`src/rtl/player_bullet_ctrl.sv`:
```
// Player bullet controller: launches on a fire press, climbs BULLET_STEP px per frame, retires on top exit or hit, then reloads.
// Latency: launch 1 Clk after the press edge; frame_clk edge to frame_tick 3 Clk, position update on the following Clk.
// Backpressure: none; presses outside IDLE are dropped and hit is ignored outside FLY.
module player_bullet_ctrl #(
    parameter int unsigned BULLET_STEP     = 4,
    parameter int unsigned BULLET_LEN      = 4,
    parameter int unsigned COOLDOWN_FRAMES = 8
) (
    input  logic       Clk,
    input  logic       Reset,
    input  logic       frame_clk,
    input  logic       fire,
    input  logic [9:0] playerX,
    input  logic [9:0] playerY,
    input  logic       hit,
    output logic       bullet_in,
    output logic [9:0] bulletX,
    output logic [9:0] bulletY,
    output logic       shot_pulse,
    output logic [7:0] shots_fired
);

    localparam int CW = (COOLDOWN_FRAMES < 2) ? 1 : $clog2(COOLDOWN_FRAMES + 1);
    localparam logic [CW-1:0] CD_LOAD = CW'(COOLDOWN_FRAMES);
    localparam logic [9:0]    STEP    = 10'(BULLET_STEP);
    localparam logic [9:0]    LEN     = 10'(BULLET_LEN);

    typedef enum logic [1:0] {
        IDLE     = 2'd0,
        FLY      = 2'd1,
        COOLDOWN = 2'd2
    } state_t;

    state_t        state_q;
    logic          fs1_q, fs2_q, fs3_q, frame_tick_q;
    logic          fire_prev_q;
    logic          bullet_in_q;
    logic [9:0]    bullet_x_q, bullet_y_q;
    logic          shot_pulse_q;
    logic [7:0]    shots_q;
    logic [CW-1:0] cd_cnt_q;

    logic          fire_edge;
    logic [9:0]    launch_y_d;
    logic [9:0]    fly_y_d;

    // frame_clk crosses into Clk through two flops; a third flop finds the rising edge
    always_ff @(posedge Clk or negedge Reset) begin
        if (!Reset) begin
            fs1_q        <= 1'b0;
            fs2_q        <= 1'b0;
            fs3_q        <= 1'b0;
            frame_tick_q <= 1'b0;
        end else begin
            fs1_q        <= frame_clk;
            fs2_q        <= fs1_q;
            fs3_q        <= fs2_q;
            frame_tick_q <= fs2_q & ~fs3_q;
        end
    end

    // previous fire level; resets high so a key held through reset must be released first
    always_ff @(posedge Clk or negedge Reset) begin
        if (!Reset) begin
            fire_prev_q <= 1'b1;
        end else begin
            fire_prev_q <= fire;
        end
    end

    // press edge, launch row one bullet length above the cannon (clamped at row 0), next flight row
    always_comb begin
        fire_edge  = fire & ~fire_prev_q;
        launch_y_d = (playerY < LEN) ? 10'd0 : (playerY - LEN);
        fly_y_d    = bullet_y_q - STEP;
    end

    // bullet lifecycle: IDLE -> FLY -> COOLDOWN -> IDLE, all outputs registered here
    always_ff @(posedge Clk or negedge Reset) begin
        if (!Reset) begin
            state_q      <= IDLE;
            bullet_in_q  <= 1'b0;
            bullet_x_q   <= 10'd0;
            bullet_y_q   <= 10'd0;
            shot_pulse_q <= 1'b0;
            shots_q      <= 8'd0;
            cd_cnt_q     <= '0;
        end else begin
            shot_pulse_q <= 1'b0;
            case (state_q)
                IDLE: begin
                    if (fire_edge) begin
                        state_q      <= FLY;
                        bullet_in_q  <= 1'b1;
                        bullet_x_q   <= playerX;
                        bullet_y_q   <= launch_y_d;
                        shot_pulse_q <= 1'b1;
                        shots_q      <= shots_q + 8'd1;
                    end
                end
                FLY: begin
                    // a hit wins over motion; the top check stops the row from wrapping below 0
                    if (hit || (frame_tick_q && (bullet_y_q < STEP))) begin
                        state_q     <= COOLDOWN;
                        bullet_in_q <= 1'b0;
                        cd_cnt_q    <= CD_LOAD;
                    end else if (frame_tick_q) begin
                        bullet_y_q <= fly_y_d;
                    end
                end
                COOLDOWN: begin
                    if (cd_cnt_q == '0) begin
                        state_q <= IDLE;
                    end else if (frame_tick_q) begin
                        cd_cnt_q <= cd_cnt_q - CW'(1);
                    end
                end
                default: begin
                    state_q     <= IDLE;
                    bullet_in_q <= 1'b0;
                end
            endcase
        end
    end

    assign bullet_in   = bullet_in_q;
    assign bulletX     = bullet_x_q;
    assign bulletY     = bullet_y_q;
    assign shot_pulse  = shot_pulse_q;
    assign shots_fired = shots_q;

endmodule
```
`config.mk`:
```
export PLATFORM = sky130hd
export DESIGN_NAME = player_bullet_ctrl
export DESIGN_NICKNAME = d
export VERILOG_FILES = /design/src/rtl/player_bullet_ctrl.sv
export SDC_FILE = /design/constraint.sdc
export NUM_CORES = 1
export LEC_CHECK = 0
export CAP_MARGIN = 20
export CORE_AREA = 2 2 75 77
export CTS_CLUSTER_DIAMETER = 150
export DETAILED_ROUTE_END_ITERATION = 8
export DIE_AREA = 0 0 77 79
export PLACE_DENSITY = 0.66
export SLEW_MARGIN = 20
export SYNTH_ARGS = -nofsm -noshare
export SYNTH_HDL_FRONTEND = slang
export SYNTH_SLANG_ARGS = --single-unit
```
`constraint.sdc`:
```
create_clock -name Clk -period 2.1 [get_ports Clk]
set_input_delay 0.21 -clock Clk [delete_from_list [all_inputs] [get_ports Clk]]
set_output_delay 0.21 -clock Clk [all_outputs]
set_load 0.005 [all_outputs]
```
# Word level (Yosys, flattened, before mapping)
# Index checks and enable logic that the tools add are counted.
dict set report totals {
  regBits 41
  latch_bits 0
  mem_bits_rw 0
  rom_bits 0
  out_inout_bits 30
  memories 0
}
dict set report op_classes {
  addsub 4
  mul 0
  n_div 0
  n_lt_le_gt_ge 2
  n_eq_ne 9
  shift 0
  n_mux 18
  bitwise_logic 5
  n_reduce_logical 11
}
# cell n
set ops {}
lappend ops {{10-bit 2-to-1 mux} 4}
lappend ops {{10-bit by 3-bit < comparator with 1-bit output (second input constant)} 2}
lappend ops {{10-bit one-hot mux with 2 select lines} 1}
lappend ops {{10-bit by 3-bit subtractor with 10-bit output (second input constant)} 2}
lappend ops {{2-bit inequality test (second input constant)} 7}
lappend ops {{4-bit 2-to-1 mux} 3}
lappend ops {{8-bit by 1-bit adder with 8-bit output (second input constant)} 1}
lappend ops {{4-bit one-hot mux with 2 select lines} 1}
lappend ops {{4-bit AND reduction} 2}
lappend ops {{2-bit 2-to-1 mux} 3}
lappend ops {{2-bit one-hot mux with 3 select lines} 1}
lappend ops {{3-bit AND reduction} 2}
lappend ops {{4-bit logical NOT} 1}
lappend ops {{1-bit 2-to-1 mux} 4}
lappend ops {{2-bit nonzero test} 2}
lappend ops {{4-bit by 1-bit subtractor with 4-bit output (second input constant)} 1}
lappend ops {{1-bit NOT} 3}
lappend ops {{1-bit one-hot mux with 3 select lines} 1}
lappend ops {{1-bit AND} 2}
lappend ops {{2-bit by 1-bit equality test with 1-bit output (second input constant)} 1}
lappend ops {{2-bit equality test (second input constant)} 1}
lappend ops {{2-bit logical NOT} 1}
lappend ops {{2-bit AND reduction} 1}
lappend ops {{1-bit logical AND} 1}
lappend ops {{1-bit logical OR} 1}

# Depth between registers and ports, before layout
# Gate-level depths: netlist (run 1).
dict set report depth {
  word_depth 5
  mapped_depth 7
  depth_no_buf 6
}

# Least setup slack after synthesis (run 1)
# Ideal clock, no wire load.
dict set report synth_path {
  path_type {reg2reg}
  startpoint {register bullet_y_q[2], in the netlist bulletY[2]}
  endpoint {register bullet_y_q[8], in the netlist bulletY[8]}
  setup_time_ns 0.126
  arrival_ns 1.682
  t_required_ns 1.974
  slack_ns 0.292
  stages_incl_launch_ff 8
  n_path_buf 1
  period_less_slack_ns 1.808
  path_cell_list {dfrtp_1 inv_1 ha_1 nor4bb_1 a21o_2 and2_4 buf_6 o32a_1}
}
dict set report synth_between {
  elab_chain_cells 5
  elab_cells_between_ends 9
  classes_between {add/sub: 1; order compare: 1; eq/ne: 1; mux: 3; reduce/logical: 3}
}
# item line_no
set synth_rtl {}
lappend synth_rtl {{from (decl)} 38} ;# logic [9:0] bullet_x_q, bullet_y_q;
lappend synth_rtl {{from (signal assigned)} 96} ;# bullet_y_q <= launch_y_d;
lappend synth_rtl {{from (signal assigned)} 108} ;# bullet_y_q <= fly_y_d;
lappend synth_rtl {{10-bit by 3-bit < comparator with 1-bit output} 103} ;# if (hit || (frame_tick_q && (bullet_y_q < STEP))) begin
lappend synth_rtl {{1-bit logical AND} 103}
lappend synth_rtl {{1-bit logical OR} 103}
lappend synth_rtl {{2-bit inequality test (no source line)} -}
lappend synth_rtl {{4-bit AND reduction (no source line)} -}
# Several ways; a longest one is shown, not always the timed one. The select of a mux whose other input is x is not followed.
# A chain may end at the register's enable or synchronous reset.

# Final worst setup path (run 1)
# Same ends and word-level chain as after synthesis.

==> results of run 1 <==
==> worst min path at each step <==
stage                   start        endpoint  slack [ps]  cells after the start
detailed placement      Reset  shots_fired[5]         220                      1
finish              frame_clk           fs1_q         340                      1
floorplan               Reset      bulletX[0]         -90                      0
CTS                 frame_clk           fs1_q         330                      1
global route        frame_clk           fs1_q         350                      1
global placement        Reset  shots_fired[4]         220                      1
==> flip-flops by register name (all words and copies together), names as in the netlist <==
| register | flops |
|---|---|
| bulletY | 10 |
| shots_fired | 8 |
| bullet_in | 1 |
| fs1_q | 1 |
| bulletX | 10 |
| fire_prev_q | 1 |
| frame_tick_q | 1 |
| shot_pulse | 1 |
| fs2_q | 1 |
| fs3_q | 1 |
| cd_cnt_q | 4 |
| state_q | 2 |
==> cells in the mapped netlist, types with 2 or more instances <==
master and instances:
nor2_1 9, and3_1 2, a22o_1 2, mux2i_1 2, xnor2_1 6, nor3b_1 2
nor4_1 2, nor2b_1 2, nand3_1 5, a31oi_1 6, buf_6 2, nand4_1 2
nand2_1 38, nor3_1 5, dfrtp_1 40, inv_1 14, a211oi_1 4, clkbuf_1 3
ha_1 4, o21ai_0 7, o211ai_1 2, nand3b_1 3, o32ai_1 2, o22a_1 2
a21o_1 2, buf_2 2, a21oi_1 15, o22ai_1 2
==> cell families (layout without fill, tap and decap cells) <==
family | count (synthesis) | count (layout) | synth area share (%)
flip-flops | 41 | 41 | 50.3
AO/OA/AOI/OAI | 52 | 52 | 16.8
adder cells (fa/ha/maj) | 4 | 4 | 2.45
buffers and inverters | 22 | 92 | 5.40
AND/OR/NAND/NOR | 83 | 83 | 21.0
multiplexers | 2 | 2 | 0.981
XOR/XNOR | 7 | 7 | 3.00
==> critical path: cells and delay by family (launching register included) <==
| family | cells | cell delay [ps] |
|---|---|---|
| simple gates | 2 | 360 |
| buf+inv | 1 | 100 |
| flops | 1 | 410 |
| fa+ha+maj | 1 | 250 |
| compound gates | 2 | 620 |
==> cell type report <==
type,count,area share (%)
well taps,72,3.14
flip-flops and latches,41,35.8
inverters,14,1.83
clock inverters,3,2.40
multi-input cells,148,31.5
clock buffers,5,2.40
repair buffers,70,22.9
==> through the flow <==
step	hold WS [ps]	area, µm²	instances	power [mW]	utilization, %
2_1_floorplan	-85.6	2040	211	2.00	-
3_3_place_gp	219	2720	344	2.74	51.0
3_5_place_dp	220	2720	344	2.76	51.0
4_1_cts	331	2870	353	3.55	53.8
5_1_grt	345	2870	353	3.76	53.8
6_report	342	2870	353	3.51	53.8
==> per-layer routing <==
metal  track usage, %  routed length [µm]
met3             5.34                 304
met5                0                   0
met4             5.89                  55
met1             21.6                2160
met2             27.3                2250
==> report_power, final <==
group / switching [mW] / leakage [nW] / total, mW / internal (mW)
Combinational: 0.570 / 0.720 / 1.38 / 0.807
Clock: 0.287 / 0.0687 / 0.766 / 0.478
Sequential: 0.282 / 0.503 / 1.37 / 1.09
Total: 1.14 / 1.29 / 3.51 / 2.37
==> reports/summary.md, run 1 <==
On the worst path, the slowest cell contributes a delay of 410 ps. The number of pins with negative max-slew slack in the final report was 0. The flow ran to the end, and the final reports show no timing, DRC or antenna violations.

Standard cell with the maximum stage delay on the critical path: dfrtp_1. The number of filler instances in the final layout is 519, and the final antenna diode count is 0. Across the whole layout, storage elements account for 1030 µm². Once the floorplan was initialized, standard cells occupied 38.2% of the core. At the pin with the least slew margin, the transition time is 563 ps. Across the run, the number of max-cap violations was 0. The run gives 0 as the number of antenna violations at the first check in global routing. In the global route stage, overall resource usage came out at 16.9%.

The endpoint identified for the worst register-to-register timing path is bulletY[8]. IR analysis of the VDD net gives a maximum drop of 0.681 mV. Pin placement for this block handled 55 I/O pins. The die width works out to 77 µm. The type of the worst setup path was reg2reg. The routed wire length was 4770 µm. The final estimated routing congestion in global placement is 0.831. The core footprint is 5340 µm². The average routed wire per standard cell is 13.5 µm, and the area added between synthesis and finish is 40.6%.

The netlist uses 52 different library cells. The total of buffers placed on input and output ports was 54; the area occupied by multi-input gates was 903 µm². Summing over every cut layer, the via total after detailed routing is 1805.

After clock tree synthesis, the repair step resized 0 gates. In this run the vertical extent of the chip is 79 µm. The cell area that synthesis handed to floorplanning was 2040 µm². Clock-pin transition on the worst setup and hold timing paths: 90 ps. The root buffer selected by CTS was clkbuf_8. Dividing the detail-routed via count by the number of cells gives 5.11.

In the final layout, the share of cells above drive strength 1 is 11.4%. The final-report setup violation count is 0, and the highest net fanout along the worst path is 8. In this run the critical register-to-register path is launched from bulletY[2]. The worst path needs 1870 ps of the cycle, external delays included. Of the post-synthesis cell area, the dominant cell type holds 49.0%.

The number of clock sinks is 41. The tools report the critical path launch point type as a flip-flop. The post-route antenna net violation count is 0, and the part of the cycle the worst path needs is 89.0%.

Tracing the worst setup path back leads to its startpoint at bulletY[2]. The first detailed-routing pass ran for 4 iterations. In the final design database the tool counted 309 nets. Sequential elements use 50.3% of the synthesized area.

The number of hold buffers added after CTS was 1; the total number of yosys warnings was 0. For the worst-skew pair, the clock arrives at the later sink with an insertion delay of 300 ps. The run gives 0 as the aggregate global routing overflow.

TritonCTS built the clock tree. The clock passes through at most 2 buffers. Yosys attributes the largest share of cell area to dfrtp_1 (49%), nand2_1 (7.0%), a21oi_1 (3.7%).

Row generation in the floorplan step produced 27 rows. The path depth of the worst reg2reg path works out to 6. The number of nets in the synthesized netlist was 240; the total leakage power was 1.29 nW. The main flop type after synthesis is dfrtp_1.

Leaving out fill and tap cells, the most frequent cell in the layout is clkdlybuf4s50_1. Timing would allow up to 0.535 GHz. The run gives 0 as the total count of hold-check failures in the final report.

The logs give 8240 µm for the global-route wire length before repair and 230 ps for the flop-to-flop setup slack. The synthesized area per cell was 9.67 µm². In this run, CTS created clock tree buffers numbering 5. Setup slack on the critical path of the routed design comes to 231 ps. Setup total negative slack on the finished layout was measured at 0 ps.

For this run, design rule violations remaining after detail routing come to 0. Class of the tightest hold or removal check: in2reg. The floorplan step defined a die boundary enclosing 6080 µm². Following the worst setup path forward leads to its endpoint at bulletY[8]. The synthesized design contains 41 register bits. For the arrival time at the worst endpoint, the log shows 2050 ps. The tools report the critical path capture point type as a flip-flop.

The count of H-tree levels built during CTS is 2, and the maximum number of pins on one net before global-route repair is 24. For this run, asynchronously set or reset flops after synthesis account for 100%. The worst slew slack as a fraction of its limit came out at 62.2%. Traced cell by cell, the critical path runs through inv_1 > ha_1 > nor4bb_1 > a21o_2 > and2_4 > o32a_1. The tools report the pre-CTS worst setup slack as 95.8 ps. Setup repair after global routing left no endpoint under its margin. Detailed placement finished with a half-perimeter wire length of 3490 µm. The logs give 1743 for the number of global-route vias before repair and 211 for the synthesized instance count. The first routing iteration left 122 violations. The number of enable flip-flop cells after synthesis is 0, and the number of buffers added for setup after CTS is 0. In this run the power density over the cells is 1220 nW/µm². The biggest area consumer among synthesized cells is dfrtp_1.

Leaving out fill and tap cells, the most frequent cells in the layout are clkdlybuf4s50_1 (53), dfrtp_1 (40), nand2_1 (38). Across the routed clock network, the largest skew measured is 10.5 ps. STA puts the critical path data required time at 2280 ps.
Note: power is estimated with default switching activity, not from simulation.
==> run 2, diff against run 1 <==
--- a/config.mk
+++ b/config.mk
@@ -11,7 +11,6 @@
 export DETAILED_ROUTE_END_ITERATION = 8
 export DIE_AREA = 0 0 77 79
 export PLACE_DENSITY = 0.66
-export SLEW_MARGIN = 20
 export SYNTH_ARGS = -nofsm -noshare
 export SYNTH_HDL_FRONTEND = slang
 export SYNTH_SLANG_ARGS = --single-unit
==> results of run 2 <==
No change in the layout: final DEF, timing and power equal those of run 1.
==> run 3, diff against run 2 <==
--- a/config.mk
+++ b/config.mk
@@ -6,11 +6,14 @@
 export NUM_CORES = 1
 export LEC_CHECK = 0
 export CAP_MARGIN = 20
-export CORE_AREA = 2 2 75 77
+export CELL_PAD_IN_SITES_DETAIL_PLACEMENT = 1
+export CELL_PAD_IN_SITES_GLOBAL_PLACEMENT = 2
+export CORE_AREA = 2 2 87 89
 export CTS_CLUSTER_DIAMETER = 150
 export DETAILED_ROUTE_END_ITERATION = 8
-export DIE_AREA = 0 0 77 79
-export PLACE_DENSITY = 0.66
+export DIE_AREA = 0 0 89 91
+export PLACE_DENSITY_LB_ADDON = 0.1
+export SKIP_CTS_REPAIR_TIMING = 1
 export SYNTH_ARGS = -nofsm -noshare
 export SYNTH_HDL_FRONTEND = slang
 export SYNTH_SLANG_ARGS = --single-unit
==> run 3 against run 2 <==
Against the previous run: the run now ends with negative hold slack left; first-iteration DRC count down 53%; via count up 2.9%; sequential share of layout area down 0.19 points; worst hold slack worse by 370 ps; die area up 33%; clock-buffer cell count up 2; critical path type unchanged; critical endpoint is now bulletY[6]; largest cell class unchanged.
==> reports/summary.md, run 3 (synthesis gave the netlist of run 1 again) <==
The starting utilization of the core area was 28.6% (-9.6 points); the core footprint was 7140 µm² (+34%). Cell area after layout: 2880 µm² (+0.52%). The post-route antenna net violation count came out at 0 (unchanged). The net count reported at finish was 314 (+1.6%); the later-pin clock latency in the skew report was 300 ps (about the same). The part of the cycle the worst path needs was 90.8% (+1.8 points). The number of remaining DRC errors came out at 0 (unchanged). Post-route clock skew: 3.47 ps (-7.07 ps). By startpoint and endpoint, the worst setup path is classified as reg2reg.

The tools report the pre-CTS worst setup slack as 29.2 ps (-66.6 ps). The tools report the count of TritonRoute iterations in the first routing pass as 4 (unchanged). The critical path capture point type is a flip-flop. The required time at the endpoint of the critical path came out at 2290 ps (about the same).

The count of H-tree levels built during CTS was 2 (unchanged); the die width was 89 µm (+16%). The average routed wire per standard cell works out to 14.9 µm (+10%). The total placed cells including tap cells was 377 (+9.6%); the share of cells above drive strength 1 was 12.6% (+1.2 points).

The path depth of the worst reg2reg path is 7 (+1). The final reports fail on negative hold slack. The total count of hold-check failures in the final report came out at 40 (+40).

The overall via count from detail_route is 1858 (+2.9%), and the global-route wire length before repair is 9780 µm (+19%). The number of antenna violations at the first check in global routing came out at 0 (unchanged). The peak ir drop on the vdd network was 0.435 mV (-36%); the final antenna diode count was 0 (unchanged). The run gives 5750 µm (+20%) as the routed wire length.

The total CTS buffers is 5 (unchanged), and the area added between synthesis and finish is 41.3%. The run gives 190 ps (-40 ps) as the flop-to-flop setup slack. Reg-to-reg startpoint: bulletY[2]. The final-report setup violation count was 0 (unchanged); the area of all sequential standard cells was 1030 µm² (unchanged). The logs give 15.5% (-1.4 points) for the total global routing track utilization and 55 (unchanged) for the number of I/O pins. The maximum frequency from static timing analysis was 0.524 GHz (-2.0%). The number of placement rows was 31 (+15%). The area of the die was 8100 µm² (+33%). TritonCTS built the clock tree.

The area occupied by multi-input gates is 903 µm² (unchanged). The worst hold path belongs to the class in2async. For the number of global-route vias before repair, the log shows 1993 (+14%). The aggregate global routing overflow came out at 0 (unchanged). The worst reg2reg path endpoint is bulletY[6].

The time the final worst path needs with I/O delays and setup is 1910 ps (+38.4 ps). The number of buffers on the longest clock path was 2 (unchanged); the maximum number of pins on one net before global-route repair was 42 (+75%). The tools report the number of clock sinks as 41 (unchanged).

The clock-pin transition on the worst setup and hold timing paths is 80 ps (about the same). The total of buffers placed on input and output ports came out at 54 (unchanged). For the worst-case hold slack, the log shows -32.2 ps (-374 ps). The tools report the number of pins with negative max-slew slack in the final report as 0 (unchanged). For the post-layout worst setup margin, the log shows 193 ps (-38.4 ps). The worst slew slack as a fraction of its limit is 55.8% (-6.3 points).

The run gives 2800 µm² (+2.9%) as the cell area after placement. Leaving out fill and tap cells, the most frequent cell in the layout is clkdlybuf4s50_1. The number of filler instances in the final layout is 843 (+62%), and the highest net fanout along the worst path is 4 (-4). The via density per instance works out to 4.83 (-5.6%). The run gives 0 (unchanged) as the max-capacitance violation count.

Critical path launch point type: a flip-flop. The tools report the sum of negative setup slack as 0 ps (unchanged). Setup repair after global routing left no endpoint under its margin. Actual slew at the worst max-slew pin: 657 ps (+94.3 ps). The root buffer selected by CTS was clkbuf_8. For the total leakage power, the log shows 1.29 nW (-0.47%).

The final estimated routing congestion in global placement is 0.774 (-6.9%). The logs give 57 (-53%) for the violation count after the first detailed-route iteration and 4280 µm (+23%) for the estimated wirelength of the detail-placed design. The total power density per cell area is 1160 nW/µm² (-5.5%), and the die span in y is 91 µm (+15%). The tools report the post-layout instance count excluding filler cells as 385 (+9.1%). The library cells used most frequently in the layout, excluding fill and tap cells, are clkdlybuf4s50_1 (53), dfrtp_1 (40), nand2_1 (38). The run finished, with violations left.

The arrival time at the worst endpoint is 2100 ps (+50 ps).
## run 3: cell count changes in the layout (fill, tap and decap cells not counted)
cell           before  now
buf_4              15   21
bufinv_16           2    0
clkbuf_1            0    2
clkinvlp_4          0    1
dlygate4sd3_1       1    0
inv_6               1    0
## run 3: layout make-up
class | instances | area share [%]
Clock buffer | 7 | 2.65
Clock inverter | 1 | 0.260
Inverter | 14 | 1.82
Multi-Input combinational cell | 148 | 31.3
Sequential cell | 41 | 35.6
Tap cell | 99 | 4.30
Timing Repair Buffer | 75 | 24.0
## run 3: worst max path at each step
stage | startpoint | to | slack (ps) | depth (start not counted)
2_1_floorplan | bulletY[2] | bulletY[8] | 290 | 7
3_3_place_gp | fire | shots_fired[7] | 80 | 5
3_5_place_dp | fire | shots_fired[7] | 30 | 5
4_1_cts | bulletY[2] | bulletY[6] | 170 | 7
5_1_grt | bulletY[2] | bulletY[6] | 50 | 7
6_report | bulletY[2] | bulletY[6] | 190 | 7
## run 3: layer usage
metal	share of wire, %	global-route usage, %
met3	7.0	5.45
met1	44	19.6
met5	0	0
met4	1.5	5.97
met2	47	24.2
## run 3: critical path: stages, from the launching register on
cell and delay (ps):
dfrtp_1 430, inv_1 130, ha_1 190, buf_4 130, nor3b_1 450, and3_1 230, a31oi_1 40, o22a_1 190
## run 3: per-stage QoR
step	utilization (%)	hold WS (ps)	total power, mW
4_1_cts	40.4	-9.02	3.41
5_1_grt	40.4	24.3	3.64
2_1_floorplan	-	-85.6	2.00
3_5_place_dp	39.2	323	2.87
6_report	40.4	-32.2	3.34
3_3_place_gp	39.2	320	2.86
## run 3: where the power goes
part	switching, mW	leakage (nW)	total, mW	internal [mW]
combinational	0.606	0.745	1.45	0.846
clock	0.279	0.0385	0.515	0.235
sequential	0.283	0.503	1.37	1.09
total	1.17	1.29	3.34	2.17
